`src/rtl/uart_tx_arbiter.sv`:
```
// Round-robin arbiter sharing one uart_tx byte port among NUM_REQ byte streams.
// Grants are held per packet (until req_last) or until MAX_BURST bytes have passed.
module uart_tx_arbiter #(
  parameter int NUM_REQ   = 4,
  parameter int DATA_W    = 8,
  parameter int MAX_BURST = 16
) (
  input  logic                        clk,
  input  logic                        rst,
  input  logic [NUM_REQ*DATA_W-1:0]   req_data,
  input  logic [NUM_REQ-1:0]          req_valid,
  input  logic [NUM_REQ-1:0]          req_last,
  output logic [NUM_REQ-1:0]          req_ready,
  output logic [DATA_W-1:0]           tx_data,
  output logic                        tx_data_valid,
  input  logic                        tx_data_ready,
  output logic [$clog2(NUM_REQ)-1:0]  grant_id,
  output logic                        busy
);

  localparam int GID_W = $clog2(NUM_REQ);
  localparam int CNT_W = (MAX_BURST < 1) ? 1 : $clog2(MAX_BURST + 1);

  typedef enum logic {
    IDLE  = 1'b0,
    GRANT = 1'b1
  } state_e;

  // Handshake: a byte moves on a rising edge where valid and ready are both 1,
  // on every requester port and on the tx port; senders hold data/valid/last until then.
  state_e             state_q;
  logic [GID_W-1:0]   grant_q;
  logic [GID_W-1:0]   last_grant_q;
  logic [CNT_W-1:0]   burst_q;
  logic [CNT_W-1:0]   burst_d;
  logic [DATA_W-1:0]  tx_data_q;
  logic               tx_valid_q;

  logic [GID_W-1:0]   sel_idx;
  logic [GID_W-1:0]   cand;
  logic               sel_found;
  logic [DATA_W-1:0]  owner_data;
  logic               owner_last;
  logic               owner_ready;
  logic               req_xfer;
  logic               tx_xfer;
  logic               limit_hit;

  // First valid requester searching upward from the one after the previous owner.
  always_comb begin
    sel_found = 1'b0;
    sel_idx   = last_grant_q;
    cand      = '0;
    for (int k = 1; k <= NUM_REQ; k++) begin
      cand = GID_W'((int'(last_grant_q) + k) % NUM_REQ);
      if (!sel_found && req_valid[cand]) begin
        sel_found = 1'b1;
        sel_idx   = cand;
      end
    end
  end

  assign owner_data  = req_data[int'(grant_q)*DATA_W +: DATA_W];
  assign owner_last  = req_last[grant_q];
  // The output register accepts a new byte when empty or draining this cycle,
  // so a new owner never overtakes the previous owner's final byte.
  assign owner_ready = (state_q == GRANT) & (~tx_valid_q | tx_data_ready);
  assign req_xfer    = owner_ready & req_valid[grant_q];
  assign tx_xfer     = tx_valid_q & tx_data_ready;
  assign burst_d     = (&burst_q) ? burst_q : burst_q + 1'b1;
  assign limit_hit   = (MAX_BURST != 0) && (burst_d == CNT_W'(MAX_BURST));

  always_comb begin
    req_ready          = '0;
    req_ready[grant_q] = owner_ready;
  end

  always_ff @(posedge clk) begin
    if (rst) begin
      state_q      <= IDLE;
      grant_q      <= '0;
      last_grant_q <= GID_W'(NUM_REQ - 1);
      burst_q      <= '0;
      tx_data_q    <= '0;
      tx_valid_q   <= 1'b0;
    end else begin
      if (tx_xfer) begin
        tx_valid_q <= 1'b0;
      end
      if (req_xfer) begin
        tx_data_q  <= owner_data;
        tx_valid_q <= 1'b1;
      end
      case (state_q)
        IDLE: begin
          if (sel_found) begin
            grant_q <= sel_idx;
            burst_q <= '0;
            state_q <= GRANT;
          end
        end
        GRANT: begin
          if (req_xfer) begin
            burst_q <= burst_d;
            if (owner_last || limit_hit) begin
              state_q      <= IDLE;
              last_grant_q <= grant_q;
            end
          end
        end
        default: state_q <= IDLE;
      endcase
    end
  end

  assign tx_data       = tx_data_q;
  assign tx_data_valid = tx_valid_q;
  assign grant_id      = grant_q;
  assign busy          = (state_q == GRANT) | tx_valid_q;

endmodule

```
`config.mk`:
```
export PLATFORM = sky130hd
export DESIGN_NAME = uart_tx_arbiter
export DESIGN_NICKNAME = d
export VERILOG_FILES = /design/src/rtl/uart_tx_arbiter.sv
export SDC_FILE = /design/constraint.sdc
export NUM_CORES = 1
export LEC_CHECK = 0
export CORE_ASPECT_RATIO = 0.7
export CORE_MARGIN = 2
export CORE_UTILIZATION = 31
export DETAILED_ROUTE_END_ITERATION = 10
export PLACE_DENSITY_LB_ADDON = 0.12
export SLEW_MARGIN = 10
export SYNTH_ARGS = -nofsm -noshare
export SYNTH_HDL_FRONTEND = slang
export SYNTH_SLANG_ARGS = --single-unit
export TNS_END_PERCENT = 100
```
`constraint.sdc`:
```
create_clock -name clk -period 3.55 [get_ports clk]
set_clock_uncertainty 0.1 [all_clocks]
set_input_delay 0.8875 -clock clk [delete_from_list [all_inputs] [get_ports clk]]
set_output_delay 0.8875 -clock clk [all_outputs]
set_load 0.02 [all_outputs]
```
==> metrics.txt <==
final setup TNS 0 ns; async set-reset flop share out of synthesis 0%; Clock Sinks 19; kind of critical path in -> out; vias in the first global route 1114; worst hold stages 2; DRC viols 0; Max IR drop VDD 0.2062 mV; crit path DAT 2.43 ns; Syn Nets 170; CP Launch Type primary input; Crit. End Element primary output; Post-synth EDFFs 0; post-CTS sizing 0; chip width 78.94 um; Max Buffers Root-to-Sink 2; DR WL/cell 15.52 um; sequential fraction of the synthesis area 31.21%; Min-Delay Path Class reg -> reg; CTS tree yes; first-pass GRT wire length 5.727 mm; relative slew slack 47.58%; Die ar. 4457 um^2; pin count of the biggest net entering global routing 21; Remaining Overflow, GRT 0; Global Route met1 Usage 23.72%; Worst path slowest cell clkdlybuf4s50_1; Worst EP required 2.56 ns; most frequent cells in the layout 58 x clkdlybuf4s50_1, 20 x nor2_1, 19 x dfxtp_1; fin util 48.96%; worst-skew pair later-pin latency 0.26 ns; Die Span Y 56.46 um; final wirelength 3.648 mm; Final Hold Viols 0; Yosys Warn Count 0; Final min period 3.415 ns; clock root cell clkbuf_8; Routed Antenna Nets 0; final net count 228; Post-synth top flop dfxtp_1; Syn Area/Cell 9.672 um^2; postcts setup bufs 0; PD cells 379.6 nW/um^2; All-Layer GR Usage 16.80%; M3 GR Usage 5.788%; Largest stage delay, worst path 0.63 ns; clock transition at the registers of the reported paths 0.08 ns; GR met2 Demand/Resource 24.54%; Starting Density 31.64%; initial detailed-routing violation count 64; CTS Buf Count 3; post-DP HPWL 2.744 mm; Max Freq 0.2928 GHz; GRT Max-Usage Layer met2; final setup vio count 0; CORE AREA 3851 um^2; Slew @ Worst Pin 0.7838 ns; Seq. cell area 380.4 um^2; Distinct cells, synth 35; CP most frequent cell clkdlybuf4s50_1; H-tree levels 1; Cell Area, Synth 1219 um^2; Max-Cap Viols 0; hold_buf cts 0; I/O Pins 59; number of vias per cell 5.170; commonest non-fill, non-tap cell in the layout clkdlybuf4s50_1; max-slew violation count 0; gpl congestion 0.8649; CP Cell Sequence clkdlybuf4s50_1 -> nand2b_1 -> nand3_1 -> nor2_1 -> clkdlybuf4s50_1; Worst Slack Setup Final 0.1347 ns; initial antenna violation count 0; Multi-input gate area 775.7 um^2; port bufs 58; CP max FO 4; Filler cells 372; synthesized flop and latch total 19; setup repair after global routing missed its margin no; Tcrit/Tclk final 96.21%; Post-Syn Instances 126; antenna cells 0; static leakage 0.0006800 uW; dpl ws 0.1291 ns; Synth-to-Final Area Change 54.72%; Vias 1215; worst-case reg-to-reg path depth 6; Hold Slack 0.3617 ns; status completed; share of layout cells above drive strength 1 10.93%; drt first pass iters 4; cell row count 19
[final timing paths]
path	start	to	slack [ns]
hold / removal	tx_data[4]$_SDFFE_PP0P_	tx_data[4]$_SDFFE_PP0P_	0.36
hold reg to reg	tx_data[4]$_SDFFE_PP0P_	tx_data[4]$_SDFFE_PP0P_	0.36
setup reg to reg	grant_id[0]$_SDFFE_PP0P_	burst_q[1]$_SDFFE_PP0P_	1.22
setup / recovery	tx_data_ready	req_ready[1]	0.13
[worst max-delay path: cells and delay by family]
kind,cells,cell delay [ns]
buffers and inverters,2,1.08
AND/OR/NAND/NOR,3,0.47
[layout make-up]
| class | count | area share (%) |
|---|---|---|
| repair buffers | 61 | 31.98 |
| multi-input cells | 95 | 41.14 |
| inverters | 4 | 0.7963 |
| well taps | 52 | 3.451 |
| clock inverters | 1 | 0.2654 |
| flip-flops and latches | 19 | 20.17 |
| clock buffers | 3 | 2.190 |
[flip-flops by register name, indices dropped and copies added, names as in the netlist]
name           flops
burst_q            5
grant_id           2
last_grant_q       2
state_q            1
tx_data            8
tx_data_valid      1
[cells in the mapped netlist (3+ instances only)]
cell type  number  area [um^2]
o21ai_0         4        20.02
mux4_2          7        157.7
nor2_1         20        75.07
mux2i_1        13        130.1
mux4_1          3        78.83
clkbuf_1        3        11.26
dfxtp_1        19        380.4
inv_1           4        15.01
a21oi_1        10        50.05
nand2b_1        3        18.77
nand2_1         9        33.78
[stage by stage]
step                      area, um^2  std cells  total power [uW]
final                           1886        235             715.8
after CTS                       1886        235             726.6
after global placement          1839        231             560.5
after floorplan                 1219        126             444.3
after global routing            1886        235             762.8
after detailed placement        1839        231             566.7
[layer usage]
metal	share of wire [%]	vias up
met5	0	-
met4	0.93	0
met3	9.0	4
met2	41	52
met1	49	575
li1	-	584
[logic make-up (layout without fill, tap and decap cells)]
family	count (synthesis)	after routing	synth area share (%)
fa+ha+maj	1	1	1.027
compound gates	26	26	14.58
buf+inv	12	69	5.133
mux	23	23	30.08
flops	19	19	31.21
simple gates	45	45	17.97
[report_power, final]
group	switching (uW)	leakage (uW)	total [uW]	internal, uW
Combinational	129	0.000499	293	164
Clock	77.4	0.0000255	156	78.2
Sequential	30.8	0.000155	267	237
Power figures use the tool's default switching activity.
